===== src/rtl/pc_gen.sv =====
// pc_gen: program-counter generator with stall, branch/jump, return-address stack and exception entry/return
module pc_gen #(
  parameter int WIDTH = 32,
  parameter logic [WIDTH-1:0] RESET_VECTOR = WIDTH'(32'h00003000),
  parameter logic [WIDTH-1:0] EXC_VECTOR = WIDTH'(32'h00004180),
  parameter int STEP = 4,
  parameter int RAS_DEPTH = 4
) (
  input  logic             i_clk,
  input  logic             i_rst_n,
  input  logic             i_stall,
  input  logic             i_br_taken,
  input  logic [WIDTH-1:0] i_br_target,
  input  logic             i_jump,
  input  logic [WIDTH-1:0] i_jump_target,
  input  logic             i_call,
  input  logic             i_ret,
  input  logic             i_exc,
  input  logic             i_eret,
  output logic [WIDTH-1:0] o_pc,
  output logic [WIDTH-1:0] o_epc,
  output logic             o_in_handler,
  output logic             o_ras_empty,
  output logic             o_ras_full,
  output logic             o_ras_underflow
);
  localparam int PW = $clog2(RAS_DEPTH);
  localparam logic [WIDTH-1:0] MASK = ~WIDTH'(STEP - 1);
  typedef enum logic {NORMAL, HANDLER} state_t;
  state_t r_state, w_state_nx;
  logic [WIDTH-1:0] r_pc, r_epc, w_pc_nx, w_epc_nx, w_seq, w_tgt, w_top;
  logic [WIDTH-1:0] r_ras [RAS_DEPTH];
  logic [PW-1:0] r_ptr, w_ptr_nx;
  logic [PW:0] r_cnt, w_cnt_nx;
  logic r_uflow, w_uflow, w_push;
  assign w_seq = r_pc + WIDTH'(STEP);
  assign w_tgt = (i_jump ? i_jump_target : i_br_target) & MASK;
  // r_ptr points at the next free slot, so the top of stack sits one below it
  assign w_top = r_ras[r_ptr - PW'(1)];
  assign o_pc = r_pc;
  assign o_epc = r_epc;
  assign o_in_handler = (r_state == HANDLER);
  assign o_ras_empty = (r_cnt == '0);
  assign o_ras_full = (r_cnt == (PW+1)'(RAS_DEPTH));
  assign o_ras_underflow = r_uflow;
  // next-pc selection in priority order: exc, stall, eret, jump, branch, ret, sequential
  always_comb begin
    w_state_nx = r_state;
    w_pc_nx = r_pc;
    w_epc_nx = r_epc;
    w_ptr_nx = r_ptr;
    w_cnt_nx = r_cnt;
    w_push = 1'b0;
    w_uflow = 1'b0;
    if (i_exc) begin
      w_pc_nx = EXC_VECTOR;
      w_state_nx = HANDLER;
      w_epc_nx = (r_state == NORMAL) ? r_pc : r_epc;
    end else if (!i_stall) begin
      if (i_eret && r_state == HANDLER) begin
        w_pc_nx = r_epc;
        w_state_nx = NORMAL;
      end else if (i_jump || i_br_taken) begin
        w_pc_nx = w_tgt;
        w_push = i_call;
        w_ptr_nx = i_call ? r_ptr + PW'(1) : r_ptr;
        w_cnt_nx = (i_call && !o_ras_full) ? r_cnt + (PW+1)'(1) : r_cnt;
      end else if (i_ret) begin
        w_pc_nx = o_ras_empty ? w_seq : w_top;
        w_uflow = o_ras_empty;
        w_ptr_nx = o_ras_empty ? r_ptr : r_ptr - PW'(1);
        w_cnt_nx = o_ras_empty ? r_cnt : r_cnt - (PW+1)'(1);
      end else begin
        w_pc_nx = w_seq;
      end
    end
  end
  // handler-state register
  always_ff @(posedge i_clk or negedge i_rst_n) begin
    if (!i_rst_n) r_state <= NORMAL;
    else r_state <= w_state_nx;
  end
  // pc, epc, stack pointer/count and underflow pulse
  always_ff @(posedge i_clk or negedge i_rst_n) begin
    if (!i_rst_n) begin
      r_pc <= RESET_VECTOR;
      r_epc <= '0;
      r_ptr <= '0;
      r_cnt <= '0;
      r_uflow <= 1'b0;
    end else begin
      r_pc <= w_pc_nx;
      r_epc <= w_epc_nx;
      r_ptr <= w_ptr_nx;
      r_cnt <= w_cnt_nx;
      r_uflow <= w_uflow;
    end
  end
  // circular return-address storage; a push when full overwrites the oldest entry
  always_ff @(posedge i_clk or negedge i_rst_n) begin
    if (!i_rst_n) begin
      for (int i = 0; i < RAS_DEPTH; i++) r_ras[i] <= '0;
    end else if (w_push) begin
      r_ras[r_ptr] <= w_seq;
    end
  end
endmodule


===== config.mk =====
export PLATFORM = sky130hd
export DESIGN_NAME = pc_gen
export DESIGN_NICKNAME = d
export VERILOG_FILES = /design/src/rtl/pc_gen.sv
export SDC_FILE = /design/constraint.sdc
export NUM_CORES = 1
export LEC_CHECK = 0
export CORE_MARGIN = 2
export CORE_UTILIZATION = 50
export CTS_BUF_LIST = sky130_fd_sc_hd__clkbuf_4 sky130_fd_sc_hd__clkbuf_8
export DETAILED_ROUTE_END_ITERATION = 10
export DONT_BUFFER_PORTS = 1
export GPL_ROUTABILITY_DRIVEN = 1
export PLACE_DENSITY_LB_ADDON = 0.2
export SYNTH_ARGS = -nofsm -noshare
export SYNTH_HDL_FRONTEND = slang
export SYNTH_SLANG_ARGS = --single-unit

===== constraint.sdc =====
create_clock -name i_clk -period 5.5 [get_ports i_clk]
set_clock_uncertainty 0.2 [all_clocks]
set_input_delay 0.825 -clock i_clk [delete_from_list [all_inputs] [get_ports i_clk]]
set_output_delay 0.825 -clock i_clk [all_outputs]
set_load 0.01 [all_outputs]

After elaboration in Yosys (flattened, before gate mapping)
Cells that the tools add are included.
{ "word_totals": {"ff_bits": 199, "in_bits": 73, "out_inout_bits": 68, "word_cells": 74} }
{ "op_classes": {"addsub": 5, "order_cmp": 3, "n_eq_ne": 5, "muxes": 33, "bitwise": 6, "n_reduce_logical": 12} }
{ "op_table": {"columns": ["op", "count"], "rows": [
  ["$mux W32", 10],
  ["$bwmux W128", 1],
  ["$bmux W32 S2", 1],
  ["$demux W32 S2", 1],
  ["$add A32 B3 Y32 const B", 1],
  ["$mux W1", 12],
  ["$mux W3", 4],
  ["$reduce_and A6 Y1", 2],
  ["$mux W2", 4],
  ["$ge A3 B3 Y1 const B", 2],
  ["$ne A2 B1 Y1 const B", 3],
  ["$not A2 Y3", 2],
  ["$not A1 Y1", 4],
  ["$reduce_and A2 Y1", 2],
  ["$reduce_bool A2 Y1", 2],
  ["$add A3 B1 Y3 const B", 1],
  ["$eq A3 B3 Y1 const B", 1],
  ["$logic_and A1 B1 Y1", 3],
  ["$logic_not A3 Y1", 1],
  ["$lt A3 B1 Y1 const B", 1],
  ["$sub A3 B1 Y3 const B", 1],
  ["$add A2 B1 Y2 const B", 1],
  ["$ne A2 B2 Y1 const B", 1],
  ["$sub A2 B1 Y2 const B", 1],
  ["2 further kinds", 2]
]} }

Longest topological paths before layout
{ "logic_depth": {"word_depth": 11, "depth_mapped": 11, "depth_no_buf": 7} }

Worst setup path before layout
Ideal clock, no wire load.
{ "synth_timing": {"kind": "reg2reg", "startpoint": "register r_ptr[0]", "endpoint": "register r_pc[0], in the netlist o_pc[0]", "setup_ps": 137, "t_arrival_ps": 2502, "required_time_ps": 5163, "slack_ps": 2661, "stages_incl_launch_ff": 12, "n_path_buf": 4, "period_less_slack_ps": 2839, "cell_sequence": "dfrtp_1 buf_2 buf_2 inv_1 ha_1 buf_2 clkbuf_1 mux4_2 o21ai_0 nor2_1 a211oi_1 nor3_1"} }
{ "synth_between": {"elab_chain_len": 11} }
{ "synth_rtl": {"columns": ["item", "line", "source"], "rows": [
  ["start, declared", "33", "logic [PW-1:0] r_ptr, w_ptr_nx;"],
  ["start signal, assigned", "94", "r_ptr <= w_ptr_nx;"],
  ["$sub A2 B1 Y2", "39", "assign w_top = r_ras[r_ptr - PW'(1)];"],
  ["$not A2 Y3 (implied by the code)", "39", null],
  ["$bmux W32 S2", "39", null],
  ["$mux W32 (implied by the code) (2 in series)", "39", null],
  ["$mux W32", "69", "w_pc_nx = o_ras_empty ? w_seq : w_top;"],
  ["$mux W32", "68", "end else if (i_ret) begin"],
  ["$mux W32", "63", "end else if (i_jump || i_br_taken) begin"],
  ["$mux W32", "60", "if (i_eret && r_state == HANDLER) begin"],
  ["$mux W32", "59", "end else if (!i_stall) begin"],
  ["$mux W32", "55", "if (i_exc) begin"],
  ["end signal, assigned", "92", "r_pc <= w_pc_nx;"],
  ["end, declared", "31", "logic [WIDTH-1:0] r_pc, r_epc, w_pc_nx, w_epc_nx, w_seq, w_tgt, w_top;"]
]} }
No other way between the ends. The select of a mux whose other input is x is not followed.
A chain may end at the register's enable or synchronous reset.

Worst setup path after layout
{ "layout_timing": {"startpoint": "register r_cnt[0]", "endpoint": "register r_pc[24], in the netlist o_pc[24]"} }
{ "layout_between": {"elab_chain_len": 7} }
{ "layout_rtl": {"columns": ["item", "line", "source"], "rows": [
  ["start, declared", "34", "logic [PW:0] r_cnt, w_cnt_nx;"],
  ["start signal, assigned", "95", "r_cnt <= w_cnt_nx;"],
  ["$logic_not A3 Y1", "43", "assign o_ras_empty = (r_cnt == '0);"],
  ["$mux W32", "69", null],
  ["$mux W32", "68", null],
  ["$mux W32", "63", null],
  ["$mux W32", "60", null],
  ["$mux W32", "59", null],
  ["$mux W32", "55", null]
]} }
No other way between the ends. The select of a mux whose other input is x is not followed.

==> qor.csv <==
metric,value,unit
reg2reg_depth,4,
io_buffers,0,
root_buffer,clkbuf_8,
fin_nets,985,
failed_checks,negative hold slack,
initial_core_util,51.0,%
crit_required,5.70,ns
synth_seq_area_share,50.2,%
io_pins,141,
finalMaxSlewViolations,0,
ys_ff_latch,199,
relSlewSlack,20.8,%
whs,-0.161,ns
antenna_found_initial,0,
gp_congestion,0.849,
synthFlopType,dfrtp_1,
setup_viol,0,
path_class,reg -> reg,
synth_edf_count,0,
startpoint_type,register,
vdd_drop_max,199,uV
max_cap_viol_count,0,
clk_pin_slew_worst_paths,0.11,ns
core_area,0.0195,mm^2
timing.rr.start,r_cnt[0],
p_leak,4.39,nW
rsz0062_at_grt,no,
drtIter0Drc,699,
wl_per_cell,22.3,um
grt_max_degree,200,
end_kind,register,
grt_pass1_wl,40400,um
clock_sink_count,199,
setup_slack,2.07,ns
die_w,145,um
cts_max_path_buffers,2,
min_period,3.43,ns
setup_tns,0,ns
crit_fanout,27,
finalCritPeriodShare,62.4,%
fill_cells,1719,
ff2ff_setup_slack,2.07,ns
netlist_area,0.00992,mm^2
tightestPinTransition,1.18,ns
htreeDepth,4,
yosys_warnings,0,
cts_tree,yes,
drc,0,
status,finished with violations,
rows,51,
worstSetupStartpoint,r_cnt[0],
r2r_end,o_pc[24],
setup.worst_path.end,o_pc[24],
antenna_cells,0,
ctsResizeCount,0,
grt_overflow,0,
synthArstFlopShare,100,%
cts_inserted_buffers,17,
fmax,0.291,GHz
first_pass_iters,8,
wl,26400,um
powerDensity,376,mW/mm^2
dieArea,0.0210,mm^2
synth_cells,948,
hold_viol_final,197,
syn_nets,1027,
ant_nets,0,
arrival,3.63,ns
clk_latency,0.48,ns
grt_use_total,25.9,%
hpwlAfterDp,17500,um
hold_class,in -> async,
post_cts_buffers,0,
dp_slack,2.09,ns
via_per_inst,6.12,
die_h,145,um
area_growth,5.11,%
syn_avg_cell_area,10.5,um^2
ys_types,65,
drive_gt1_share,15.6,%
vias,7247,
first_global_vias,6857,
==> synth_stat cells, types with 6 or more instances <==
master    number  share of area (%)
o21ai_1       17               0.86
inv_1         13               0.49
nand3_1       12               0.61
nand4_1       10               0.63
xnor2_1       19                1.7
o21ai_0      144                7.3
and3_1         7               0.44
a21oi_1       37                1.9
nor3_1        12               0.61
nor2_1        29                1.1
clkbuf_1      43                1.6
a221o_1       17                1.7
buf_2         23                1.2
o31ai_1       11               0.83
dfrtp_1      197                 50
o31a_1         6               0.53
a221oi_1       9               0.79
mux2_2        37                4.2
xor2_1         9               0.79
nand2_1      165                6.2
a211oi_1       6               0.45
mux4_2        32                7.3
o21a_1         6               0.45
==> report_power, final <==
group	internal, mW	switching [mW]
Clock	0.395	0.540
Combinational	0.469	0.535
Sequential	1.75	0.233
Total	2.61	1.31
==> logic make-up (layout without fill, tap and decap cells) <==
group                      count (synthesis)  after routing  synth area share [%]
muxes                                     71             71                  11.7
AOI/OAI and AO/OA                        296            296                  18.5
adders and majority gates                  6              6                 0.833
DFF                                      199            199                  50.2
buffers and inverters                     85             56                  3.70
xor gates and xnor gates                  29             29                  2.64
and+or+nand+nor                          262            262                  12.4
==> worst min path at each step <==
stage,end
3_5_place_dp,r_ras[100]
5_1_grt,r_ras[33]
2_1_floorplan,r_ras[66]
3_3_place_gp,r_ras[13]
6_report,r_ras[33]
4_1_cts,r_ras[65]
==> registers in the layout, indices dropped and copies added (netlist names) <==
register         cells
r_ras              128
o_epc               32
o_pc                32
r_cnt                3
r_ptr                2
o_in_handler         1
o_ras_underflow      1
==> worst max-delay path: stages, from the launching register on <==
cell and delay [ns]:
dfrtp_1 0.47, o31ai_2 0.96, nand2_1 0.98, o31a_1 0.55
o22ai_1 0.17
==> final cells by class <==
type / instances / area, um^2 / share of cell area (%)
clock buffer: 20 / 269 / 2.58
sequential: 199 / 4980 / 47.8
clock inverter: 12 / 119 / 1.14
multi-input combinational: 664 / 4590 / 44.1
inverter: 14 / 52.6 / 0.504
tap: 265 / 332 / 3.18
timing repair buffer: 10 / 75.1 / 0.720
==> cell usage in the layout (no fill, tap or decap), types with 4 or more instances in the layout <==
cell and count:
a211oi_1 6, a21oi_1 37, a221o_1 17, a221oi_1 9
a31oi_1 4, and3_1 7, and4_1 4, buf_4 10
clkbuf_8 19, clkinv_4 4, dfrtp_1 196, ha_1 5
inv_1 13, mux2_2 37, mux4_2 32, nand2_1 161
nand2_2 4, nand3_1 12, nand4_1 10, nor2_1 28
nor3_1 12, o21a_1 6, o21ai_0 144, o21ai_1 17
o22ai_1 5, o31a_1 6, o31ai_1 10, xnor2_1 19
xor2_1 9
==> layer usage <==
layer  track usage [%]  vias to the layer above  share of wire (%)
met1              37.5                     3614                 46
met2              38.8                      241                 45
met4              8.69                        0                1.7
met3              5.99                       32                7.5
li1                  -                     3360                  -
met5                 0                        -                  0
==> stage by stage <==
stage	utilization (%)	instance area [um^2]	hold slack (ns)	instances	total power, mW
floorplan	-	9920	0.245	948	2.74
global placement	51.6	10000	0.258	1152	2.99
detailed placement	51.6	10000	0.266	1152	3.02
CTS	53.6	10400	-0.192	1184	3.94
global route	53.6	10400	-0.196	1184	4.14
finish	53.6	10400	-0.161	1184	3.92
(Power assumes the default switching activity.)
